[config.mk]
export PLATFORM = sky130hd
export DESIGN_NAME = clock_div_ctrl
export DESIGN_NICKNAME = d
export VERILOG_FILES = /design/src/rtl/clock_div_ctrl.sv
export SDC_FILE = /design/constraint.sdc
export NUM_CORES = 1
export LEC_CHECK = 0
export BUFFER_PORTS_ARGS = -buffer_cell sky130_fd_sc_hd__clkbuf_2
export CAP_MARGIN = 40
export CORE_MARGIN = 10
export CORE_UTILIZATION = 35
export DETAILED_ROUTE_END_ITERATION = 8
export HOLD_SLACK_MARGIN = 0.08
export SYNTH_ARGS = -nofsm -noshare
export SYNTH_HDL_FRONTEND = slang
export SYNTH_SLANG_ARGS = --single-unit
[constraint.sdc]
create_clock -name clk -period 4.3 [get_ports clk]
set_clock_uncertainty 0.15 [all_clocks]
set_input_delay 0.86 -clock clk [delete_from_list [all_inputs] [get_ports clk]]
set_output_delay 0.86 -clock clk [all_outputs]
set_load 0.02 [all_outputs]
[src/rtl/clock_div_ctrl.sv]
`default_nettype none
// ============================================================================
// Module      : clock_div_ctrl
// Description : Rollover-counter clock divider sequencer. It counts 0..D,
//               emits a one-cycle rollover pulse on each wrap, and toggles a
//               derived clock on each wrap. Divisor updates arrive over a
//               valid/ready handshake and are applied only on rollover
//               boundaries. Start and stop are glitch-free: the derived clock
//               always stops low and never has a truncated high phase.
// Ports       : clk          - system clock (rising edge)
//               reset        - asynchronous active-high reset
//               i_start      - start/resume request (level)
//               i_stop       - stop request (level, wins over start in RUN)
//               i_div_valid  - new divisor offered
//               i_div        - divisor value D (rollover every D+1 cycles)
//               o_div_ready  - divisor can be accepted this cycle
//               o_roll_over  - registered one-cycle wrap pulse
//               o_clk        - registered derived clock
//               o_running    - high in RUN and STOPPING
//               o_count      - current counter value
// Revision    : 1.0 - initial release
// ============================================================================
module clock_div_ctrl #(
  parameter int WIDTH       = 8,
  parameter int DEFAULT_DIV = 3
) (
  input  logic             clk,
  input  logic             reset,
  input  logic             i_start,
  input  logic             i_stop,
  input  logic             i_div_valid,
  input  logic [WIDTH-1:0] i_div,
  output logic             o_div_ready,
  output logic             o_roll_over,
  output logic             o_clk,
  output logic             o_running,
  output logic [WIDTH-1:0] o_count
);

  localparam logic [WIDTH-1:0] DEFAULT_DIV_W = WIDTH'(DEFAULT_DIV);

  typedef enum logic [1:0] {
    ST_IDLE     = 2'd0,
    ST_RUN      = 2'd1,
    ST_STOPPING = 2'd2
  } state_t;

  state_t           state_q, state_d;
  logic [WIDTH-1:0] count_q, count_d;
  logic             clk_q, clk_d;
  logic             roll_q, roll_d;
  logic [WIDTH-1:0] div_active_q, div_active_d;
  logic             pend_valid_q, pend_valid_d;
  logic [WIDTH-1:0] pend_div_q, pend_div_d;

  logic w_wrap;
  logic w_accept;

  assign w_wrap   = (count_q == div_active_q);
  assign w_accept = i_div_valid & ~pend_valid_q;

  always_ff @(posedge clk or posedge reset) begin
    if (reset) begin
      state_q      <= ST_IDLE;
      count_q      <= '0;
      clk_q        <= 1'b0;
      roll_q       <= 1'b0;
      div_active_q <= DEFAULT_DIV_W;
      pend_valid_q <= 1'b0;
      pend_div_q   <= '0;
    end else begin
      state_q      <= state_d;
      count_q      <= count_d;
      clk_q        <= clk_d;
      roll_q       <= roll_d;
      div_active_q <= div_active_d;
      pend_valid_q <= pend_valid_d;
      pend_div_q   <= pend_div_d;
    end
  end

  always_comb begin
    state_d      = state_q;
    count_d      = count_q;
    clk_d        = clk_q;
    roll_d       = 1'b0;
    div_active_d = div_active_q;
    pend_valid_d = pend_valid_q;
    pend_div_d   = pend_div_q;

    case (state_q)
      ST_IDLE: begin
        count_d = '0;
        clk_d   = 1'b0;
        // No counting in IDLE, so a new divisor can be taken directly.
        if (w_accept) div_active_d = i_div;
        if (i_start)  state_d = ST_RUN;
      end

      ST_RUN, ST_STOPPING: begin
        // Common counting behaviour shared by RUN and STOPPING.
        if (w_wrap) begin
          count_d = '0;
          roll_d  = 1'b1;
          clk_d   = ~clk_q;
          if (pend_valid_q) begin
            div_active_d = pend_div_q;
            pend_valid_d = 1'b0;
          end
          // Transfer on the wrap edge itself bypasses the pending slot.
          if (w_accept) div_active_d = i_div;
        end else begin
          count_d = count_q + WIDTH'(1);
          if (w_accept) begin
            pend_valid_d = 1'b1;
            pend_div_d   = i_div;
          end
        end

        if (state_q == ST_RUN) begin
          if (i_stop) begin
            if (!clk_q) begin
              // Derived clock already low: stop immediately with no pulse.
              // Any divisor in flight is committed since the count is
              // returning to zero, otherwise it would be stranded in IDLE.
              state_d      = ST_IDLE;
              count_d      = '0;
              roll_d       = 1'b0;
              clk_d        = 1'b0;
              pend_valid_d = 1'b0;
              if (w_accept)          div_active_d = i_div;
              else if (pend_valid_q) div_active_d = pend_div_q;
            end else if (w_wrap) begin
              // This wrap is itself the terminal 1->0 edge.
              state_d = ST_IDLE;
            end else begin
              state_d = ST_STOPPING;
            end
          end
        end else begin
          // In STOPPING the derived clock is always high, so a wrap here
          // is the falling edge that ends generation.
          if (i_start && !i_stop) state_d = ST_RUN;
          else if (w_wrap)        state_d = ST_IDLE;
        end
      end

      default: begin
        state_d = ST_IDLE;
      end
    endcase
  end

  assign o_div_ready = ~pend_valid_q;
  assign o_roll_over = roll_q;
  assign o_clk       = clk_q;
  assign o_running   = (state_q != ST_IDLE);
  assign o_count     = count_q;

endmodule
`default_nettype wire

==> run summary <==
Post-synth EDFFs -> 0
Clock Root Buffer -> clkbuf_8
Drt wl/cell -> 15.3 µm
Hpwl dp -> 2.71 mm
Setup Buffers After CTS -> 0
Seq/Total Area, Yosys -> 0.455
Synth Instances -> 152
Clock Pin Slew Worst Setup and Hold Paths -> 0.06 ns
Max H-tree Level -> 2
Outcome -> finished clean
Initial Utilization -> 0.365
Clock power share -> 0.173
VDD IR-drop max -> 347 µV
Via count -> 1242
Cell leakage power -> 0.862 nW
PortBufs -> 24
Setup violators final -> 0
Post-route ant nets -> 0
Final Slew Violations -> 0
Syn_nets -> 171
Die height -> 87.6 µm
Count of different cell masters after synthesis -> 37
Mapped Avg Cell Area -> 10.5 µm²
Final setup TNS -> 0 ns
Crit path required time -> 3.29 ns
Site row count -> 24
Flops & latches, synth -> 29
Cts bufs inserted -> 5
PnR worst setup slack -> 2.00 ns
Worst-Margin Slew -> 0.655 ns
Placer Congestion -> 0.821
Most frequent cells in the layout -> 27 x dfrtp_1, 24 x clkbuf_2, 12 x o21ai_0
Iter 0 DRT Violations -> 97
WP data arrival -> 1.29 ns
Place WS -> 1.91 ns
Most common cell after layout, fill and taps aside -> dfrtp_1
Hold buffer count at cts -> 0
R2r endpoint -> div_active_q[5]
Syn. warnings -> 0
CTS tree -> built
Hold Path Class -> reg2reg
Vias per inst -> 5.38
Share of cells above drive strength 1 -> 0.246
Synthesized cell area -> 0.00160 mm²
Diode count -> 0
Worst-Skew Late Latency -> 0.28 ns
Max_slew headroom -> 0.563
Post-route cell area -> 0.00185 mm²
Routed WL -> 3.53 mm
Unrepaired setup endpoints after global routing -> no
Max FO, Critical Path -> 6
Internal -> 0.801 mW
Max Cap Viol -> 0
Cells on worst reg2reg path -> 7
Total congestion overflow -> 0
Cts repair resizes -> 0
Crit Path Class -> reg2out
Area after DPL -> 0.00176 mm²
DIE WIDTH -> 87.6 µm
Final #Nets -> 197
Sw Share -> 0.392
R2R Setup Slk -> 2.08 ns
Ys flop type -> dfrtp_1
GRT Resource Usage Total -> 0.103
Vias in the first global route -> 1317
Hold path startpoint -> pend_div_q[2]
Core Area -> 0.00438 mm²
Fill cell count -> 429
Ports -> 25
Ys async rst share -> 1.00
Area Growth Syn to Fin -> 15.8%
CTS Buffer Depth -> 2
CP Launch Type -> flop
Drt first pass iters -> 6
CTS Sinks -> 29
Fin crit period -> 2.30 ns
Final Cycle Share -> 0.534
PwrDens -> 710 mW/mm²
Max Fclk -> 436 MHz
Total chip power -> 1.32 mW
Comb pwr share -> 0.474
Sw Pwr -> 0.516 mW
R2r startpoint -> state_q[0]
Min-Delay Endpoint -> pend_div_q[2]
Largest net degree at the start of global routing -> 16
Drt drc -> 0
First-pass GRT wire length -> 6.38 mm
Seq pwr share -> 0.353
Core Util, Final -> 0.423
Die area -> 0.00768 mm²
Initial antenna violation count -> 0
Crit end category -> output port
Final Hold Fails -> 0
Worst hold path depth -> 1
critical path, cell delays in order, from the launching register on:
cell and delay [ns]:
dfrtp_1 0.38, inv_1 0.10, ha_1 0.28, inv_1 0.09, clkbuf_2 0.16
synth_stat cells (3+ instances only):
library cell | number | area (µm²)
ha_1 | 6 | 75.1
mux2_4 | 8 | 120
nand3_1 | 3 | 15.0
nand2_1 | 7 | 26.3
a21oi_1 | 6 | 30.0
xnor2_1 | 11 | 96.3
nor2_1 | 8 | 30.0
o22ai_1 | 9 | 56.3
nand3b_1 | 3 | 22.5
inv_1 | 7 | 26.3
o21ai_0 | 12 | 60.1
a21o_1 | 3 | 22.5
dfrtp_1 | 27 | 676
a22oi_1 | 8 | 60.1
nand2b_1 | 3 | 18.8
layout make-up:
cell class,instances,area (µm²),share of cell area
clock buffers,8,90.1,0.0486
inverters,7,26.3,0.0142
flip-flops and latches,29,728,0.393
repair buffers,25,135,0.0729
well taps,52,65.1,0.0351
multi-input cells,110,810,0.437
per-stage QoR:
stage / std cells / hold WS [ns]
after global routing: 231 / 0.382
final: 231 / 0.363
after detailed placement: 223 / 0.346
after global placement: 222 / 0.347
after floorplan: 152 / 0.332
after CTS: 231 / 0.365
state kept, by name (all words and copies together), names as in the netlist:
name,flops
o_count,8
state_q,2
pend_valid_q,1
o_roll_over,1
o_clk,1
div_active_q,8
pend_div_q,8
logic make-up after synthesis:
| kind of cell | count (synthesis) | synth area share |
|---|---|---|
| buffers and inverters | 13 | 0.0398 |
| DFF | 29 | 0.455 |
| xor gates and xnor gates | 12 | 0.0656 |
| and+or+nand+nor | 38 | 0.133 |
| AOI/OAI and AO/OA | 43 | 0.165 |
| muxes | 11 | 0.0953 |
| adders and majority gates | 6 | 0.0469 |
power by group through the flow:
stage | sequential [mW] | combinational, mW | clock (mW)
floorplan | 0.458 | 0.501 | 0
global placement | 0.463 | 0.601 | 0
detailed placement | 0.469 | 0.620 | 0
CTS | 0.464 | 0.625 | 0.233
global route | 0.480 | 0.705 | 0.248
finish | 0.465 | 0.625 | 0.228
how the worst max path moves through the flow:
stage,cells past startpoint,slack [ns],from,endpoint
global placement,6,2.03,i_stop,div_active_q[5]
finish,4,2.00,state_q[1],o_running
CTS,4,1.99,state_q[1],o_running
global route,7,1.81,state_q[0],div_active_q[5]
detailed placement,6,1.91,i_stop,div_active_q[4]
floorplan,6,2.32,o_count[4],state_q[0]
routing by layer:
layer | global-route usage | wire length (µm) | vias to the layer above
met2 | 0.167 | 1760 | 32
met5 | 0 | 0 | -
li1 | - | - | 599
met4 | 0.0449 | 55 | 0
met3 | 0.0399 | 161 | 7
met1 | 0.118 | 1550 | 604
Power figures use the tool's default switching activity.
